==> config.mk <==
export PLATFORM = sky130hd
export DESIGN_NAME = minv_seq_ctrl
export DESIGN_NICKNAME = d
export VERILOG_FILES = /design/src/rtl/minv_pkg.sv /design/src/rtl/minv_word_ser.sv /design/src/rtl/minv_seq_ctrl.sv
export SDC_FILE = /design/constraint.sdc
export NUM_CORES = 2
export LEC_CHECK = 0
export BUFFER_PORTS_ARGS = -buffer_cell sky130_fd_sc_hd__buf_4
export CAP_MARGIN = 20
export CORE_AREA = 3 3 427 429
export DETAILED_ROUTE_END_ITERATION = 12
export DIE_AREA = 0 0 430 432
export SETUP_SLACK_MARGIN = 0.02
export SYNTH_ARGS = -nofsm -noshare
export SYNTH_HDL_FRONTEND = slang
export SYNTH_SLANG_ARGS = --single-unit
==> constraint.sdc <==
create_clock -name clk -period 40.2 [get_ports clk]
set_input_delay 6.03 -clock clk [delete_from_list [all_inputs] [get_ports clk]]
set_output_delay 6.03 -clock clk [all_outputs]
set_load 0.1 [all_outputs]
==> src/rtl/minv_pkg.sv <==
// Shared state encoding and default sizing for the modular-inverse sequencer.
// The optional WAIT watchdog is enabled by defining MINV_TIMEOUT_EN.
package minv_pkg;

  localparam int WORD_W          = 16;
  localparam int OP_W            = 256;
  localparam int NWORDS          = OP_W / WORD_W;
  localparam int TIMEOUT_CYC_DEF = 65535;

  typedef enum logic [2:0] {
    S_IDLE,
    S_LOADA,
    S_LOADP,
    S_START,
    S_WAIT,
    S_READ,
    S_DONE
  } state_t;

endpackage

==> src/rtl/minv_word_ser.sv <==
// Full-width to word serialiser: load presents word 0, each shift presents the next
// word, LS word first; last flags that the final word is on the output.
module minv_word_ser #(
  parameter int WORD_W = 16,
  parameter int NWORDS = 16
) (
  input  logic                     clk,
  input  logic                     rst,
  input  logic                     load,
  input  logic                     shift,
  input  logic                     clear,
  input  logic [WORD_W*NWORDS-1:0] din,
  output logic [WORD_W-1:0]        word,
  output logic                     last
);

  localparam int CW = (NWORDS > 1) ? $clog2(NWORDS) : 1;

  logic [WORD_W*NWORDS-1:0] sreg;
  logic [CW-1:0]            cnt;

  always_ff @(posedge clk or posedge rst) begin
    if (rst) begin
      sreg <= '0;
      word <= '0;
      cnt  <= '0;
    end else if (clear) begin
      sreg <= '0;
      word <= '0;
      cnt  <= '0;
    end else if (load) begin
      word <= din[WORD_W-1:0];
      sreg <= din >> WORD_W;
      cnt  <= '0;
    end else if (shift) begin
      word <= sreg[WORD_W-1:0];
      sreg <= sreg >> WORD_W;
      cnt  <= cnt + CW'(1);
    end
  end

  assign last = (cnt == CW'(NWORDS - 1));

endmodule

==> src/rtl/minv_seq_ctrl.sv <==
// Request/done sequencer for the 256-bit modular-inverse unit: serialises a and p,
// starts the unit, waits for ready and collects both result vectors.
// Define MINV_TIMEOUT_EN to add the WAIT watchdog and the timeout port.
module minv_seq_ctrl
  import minv_pkg::*;
#(
  parameter int WORD_W      = minv_pkg::WORD_W,
  parameter int OP_W        = minv_pkg::OP_W,
  parameter int RD_LAT      = 1,
  parameter int TIMEOUT_CYC = minv_pkg::TIMEOUT_CYC_DEF
) (
  input  logic              clk,
  input  logic              rst,
  input  logic              req,
  input  logic [OP_W-1:0]   a_in,
  input  logic [OP_W-1:0]   p_in,
  output logic              busy,
  output logic              done,
  output logic [OP_W-1:0]   res_x1,
  output logic [OP_W-1:0]   res_x2,
  output logic              res_flag,
`ifdef MINV_TIMEOUT_EN
  output logic              timeout,
`endif
  output logic [WORD_W-1:0] datain,
  output logic              loada,
  output logic              loadp,
  output logic              minv_en,
  output logic              outx1,
  output logic              outx2,
  input  logic [WORD_W-1:0] regx1out,
  input  logic [WORD_W-1:0] regx2out,
  input  logic              minv_rdy,
  input  logic              minv_flag
);

  localparam int unsigned NW  = OP_W / WORD_W;
  localparam int          RCW = $clog2(NW + RD_LAT + 1);

  state_t          state;
  logic [OP_W-1:0] p_reg;
  logic [RCW-1:0]  rcnt;
  logic [RCW-1:0]  widx;
`ifdef MINV_TIMEOUT_EN
  logic [15:0]     wcnt;
`endif

  logic              ser_load;
  logic              ser_shift;
  logic              ser_clear;
  logic              ser_last;
  logic [OP_W-1:0]   ser_din;
  logic [WORD_W-1:0] ser_word;

  // One serialiser serves both phases: a is loaded on accept, p is reloaded
  // on the edge that retires the last a word so datain never gaps.
  always_comb begin
    ser_load  = 1'b0;
    ser_shift = 1'b0;
    ser_clear = 1'b0;
    ser_din   = p_reg;
    case (state)
      S_IDLE: begin
        ser_load = req;
        ser_din  = a_in;
      end
      S_LOADA: begin
        if (ser_last) ser_load = 1'b1;
        else          ser_shift = 1'b1;
      end
      S_LOADP: begin
        if (ser_last) ser_clear = 1'b1;
        else          ser_shift = 1'b1;
      end
      default: ;
    endcase
  end

  minv_word_ser #(
    .WORD_W (WORD_W),
    .NWORDS (NW)
  ) u_ser (
    .clk   (clk),
    .rst   (rst),
    .load  (ser_load),
    .shift (ser_shift),
    .clear (ser_clear),
    .din   (ser_din),
    .word  (ser_word),
    .last  (ser_last)
  );

  assign datain = ser_word;
  assign widx   = rcnt - RCW'(RD_LAT);

  always_ff @(posedge clk or posedge rst) begin
    if (rst) begin
      state    <= S_IDLE;
      busy     <= 1'b0;
      done     <= 1'b0;
      loada    <= 1'b0;
      loadp    <= 1'b0;
      minv_en  <= 1'b0;
      outx1    <= 1'b0;
      outx2    <= 1'b0;
      res_flag <= 1'b0;
      res_x1   <= '0;
      res_x2   <= '0;
      p_reg    <= '0;
      rcnt     <= '0;
`ifdef MINV_TIMEOUT_EN
      timeout  <= 1'b0;
      wcnt     <= '0;
`endif
    end else begin
      done <= 1'b0;
      case (state)
        S_IDLE: begin
          if (req) begin
            state    <= S_LOADA;
            p_reg    <= p_in;
            loada    <= 1'b1;
            busy     <= 1'b1;
            res_x1   <= '0;
            res_x2   <= '0;
            res_flag <= 1'b0;
`ifdef MINV_TIMEOUT_EN
            timeout  <= 1'b0;
`endif
          end
        end
        S_LOADA: begin
          if (ser_last) begin
            state <= S_LOADP;
            loada <= 1'b0;
            loadp <= 1'b1;
          end
        end
        S_LOADP: begin
          if (ser_last) begin
            state   <= S_START;
            loadp   <= 1'b0;
            minv_en <= 1'b1;
          end
        end
        S_START: begin
          state   <= S_WAIT;
          minv_en <= 1'b0;
`ifdef MINV_TIMEOUT_EN
          wcnt    <= '0;
`endif
        end
        S_WAIT: begin
          if (minv_rdy) begin
            state    <= S_READ;
            res_flag <= minv_flag;
            outx1    <= 1'b1;
            outx2    <= 1'b1;
            rcnt     <= '0;
          end
`ifdef MINV_TIMEOUT_EN
          else if (wcnt == 16'(TIMEOUT_CYC)) begin
            state   <= S_DONE;
            done    <= 1'b1;
            timeout <= 1'b1;
          end else begin
            wcnt <= wcnt + 16'd1;
          end
`endif
        end
        S_READ: begin
          rcnt <= rcnt + RCW'(1);
          if (rcnt == RCW'(NW - 1)) begin
            outx1 <= 1'b0;
            outx2 <= 1'b0;
          end
          // Captures trail the outx strobes by RD_LAT, so READ overruns them.
          if (rcnt >= RCW'(RD_LAT)) begin
            for (int unsigned i = 0; i < NW; i++) begin
              if (widx == RCW'(i)) begin
                res_x1[i*WORD_W +: WORD_W] <= regx1out;
                res_x2[i*WORD_W +: WORD_W] <= regx2out;
              end
            end
          end
          if (rcnt == RCW'(NW - 1 + RD_LAT)) begin
            state <= S_DONE;
            done  <= 1'b1;
          end
        end
        S_DONE: begin
          state <= S_IDLE;
          busy  <= 1'b0;
        end
        default: state <= S_IDLE;
      endcase
    end
  end

endmodule

==> impl_metrics.ini <==
[status]
outcome = finished clean

[logic_synthesis]
ys_top_cells_by_area = dfrtp_1 60%, nand2_1 16%, o22ai_1 5.5%
synth_seq_cells = 1043
syn_area_mm2 = 0.0435
synth_fp_nets = 5258
synth_ff_type = dfrtp_1
async_flop_share = 1.00
synth_commonest_cells = 1813 x nand2_1, 1043 x dfrtp_1, 385 x o22ai_1, 263 x nor2_1, 245 x a21oi_1
synth_cell_types = 47
synthCells = 4701
avgSynthCellArea_um2 = 9.25
ys_seq_area_frac = 0.600
synth-edff-count = 0
synth_warnings = 0
synthMostInstantiatedCell = nand2_1
synth_top_area_share = 0.600
yosysTopAreaCell = dfrtp_1

[sta]
hold_violations = 0
fin_crit_sh = 0.233
setup_viol_count_final = 0
fin_skew_ns = 0.0367
slew_headroom = 0.245
slew_viol_final = 0
tns_ns = 0
tightestPinTransition_ns = 1.13
max_freq_ghz = 0.107
period_needed_ns = 9.37
grt_setup_unrepaired = no

[detailed_routing]
wl_um = 220000
antenna_left = 0
drt_first_pass_iters = 6
viasPerCell = 5.15
drt_iter0_drc = 5101
drc = 0
wl_per_cell_um = 27.3
vias = 41385

[global_routing]
antenna_found_initial = 64
grt_overflow_total = 0
grt_pass1_vias = 39341
track_usage = 0.225
grt_max_degree = 222
grt_pass1_wl_um = 303000

[cells_and_area]
nets = 6105
finish.instance_area_mm2 = 0.0576
fillers = 18622
drive_above_1_share = 0.245
syn_to_final_growth_pct = 32.5

[floorplanning]
die_area_mm2 = 0.186
placementRows = 155
die_height_um = 432
start_util = 0.243
ios = 1085
fp.coreArea_mm2 = 0.179
die_width_um = 430

[critical_path]
r2r_start = state[1]
critPathMaxFanout = 102
critical_path_class = in -> async
crit_start = rst
endpoint_kind = asynchronous set/reset pin
cp.required_ns = 40.98
worstPathArrival_ns = 10.15
cp-start-kind = input port

[cts]
clock_latency_ns = 0.77
cts_tree = done
clk_pin_slew_worst_paths_ns = 0.06
ctsLongestPathBuffers = 3
cts_buffers = 116
root_buffer = clkbuf_16
ctsResizeCount = 0
cts_sinks = 1043
cts.hold.buffers_added = 0
h-tree-depth = 3
post_cts_buffers = 0

[pwr]
p_per_area_mw_per_mm2 = 71.2
power_leakage_nw = 27.3
ir_drop_mv = 0.0660

[worst_hold_path]
min-delay-start = p_reg[240]
hold_class = reg -> reg

[placed_design]
dp_hpwl_um = 158000
place_congestion = 0.944
dpl-instance-area_mm2 = 0.0534
port_buffers = 1084

[run]
maxCapViolations = 0
## worst max-delay path, cell delays in order
cell	delay [ns]
buf_4	0.13
inv_8	0.49
buf_4	0.80
buf_4	0.83
buf_4	0.78
buf_4	0.73
## routing by layer
metal | vias up | global-route usage | routed length [µm]
li1 | 17732 | - | -
met4 | 20 | 0.111 | 10800
met5 | - | 0 | 147
met1 | 21019 | 0.299 | 89500
met2 | 2128 | 0.338 | 99000
met3 | 486 | 0.0623 | 20200
## where the power goes
group          switching, W  leakage [nW]  total (W)  internal [W]
clock network      0.000474          1.97    0.00112      0.000647
registers          0.000205          13.7    0.00154       0.00134
logic               0.00105          11.7    0.00144      0.000391
total               0.00173          27.3    0.00410       0.00237
## placed cells by master, fill, tap and decap left out, types with 3 or more instances in the layout
cell / count
bufinv_16: 8
clkbuf_16: 117
and3_1: 3
o221ai_1: 239
clkinv_2: 21
clkinvlp_4: 3
o22ai_1: 385
buf_12: 7
dfrtp_1: 1043
nor2_1: 250
o21ai_0: 128
nand2b_1: 4
nand2_1: 1812
nor2_2: 5
ha_1: 8
clkbuf_1: 17
nor2b_1: 4
mux2i_1: 50
nand3b_1: 3
a21oi_4: 3
inv_1: 8
buf_16: 3
clkbuf_8: 33
inv_6: 4
nor2_4: 9
diode_2: 42
a21oi_1: 245
nand3_1: 40
clkinv_4: 3
buf_4: 1139
## kinds of logic (layout without fill, tap and decap cells)
group           after synthesis  in the layout  synth area share
compound gates             1013           1013             0.150
xor+xnor                      2              2          0.000403
fa+ha+maj                     8              8           0.00230
buf+inv                     429           1369            0.0442
flops                      1043           1043             0.600
mux                          51             51            0.0118
other cells                   0             42                 0
simple gates               2155           2155             0.191
## metrics by stage
stage / hold slack [ns] / utilization / cells / total power, W / worst slack, ns
detailed placement: 0.462 / 0.299 / 7781 / 0.00298 / 29.91
floorplan: 0.445 / - / 4701 / 0.00249 / 4.81
CTS: 0.477 / 0.321 / 7992 / 0.00412 / 30.77
global placement: 0.456 / 0.299 / 7780 / 0.00296 / 29.97
finish: 0.474 / 0.322 / 8038 / 0.00410 / 30.83
global route: 0.487 / 0.322 / 8032 / 0.00432 / 30.28
## path summary, 6_finish.rpt
kind | to | slack (ns) | depth (start not counted)
max | res_x1[111] | 30.83 | 6
min | p_reg[240] | 0.47 | 2
max reg2reg | u_ser.sreg[30] | 35.70 | 7
min reg2reg | p_reg[240] | 0.47 | 2
max in group clk | u_ser.sreg[89] | 31.60 | 7
min in group asynchronous | p_reg[114] | 5.38 | 2
## layout make-up
| class | count | area, µm² | share of cell area |
|---|---|---|---|
| well taps | 2355 | 2950 | 0.0512 |
| multi-input cells | 3229 | 15600 | 0.271 |
| flip-flops and latches | 1043 | 26100 | 0.453 |
| inverters | 9 | 41.3 | 0.000717 |
| diodes | 42 | 105 | 0.00183 |
| repair buffers | 1149 | 8770 | 0.152 |
| clock buffers | 167 | 3450 | 0.0598 |
| clock inverters | 44 | 542 | 0.00941 |
Note: power is estimated with default switching activity, not from simulation.
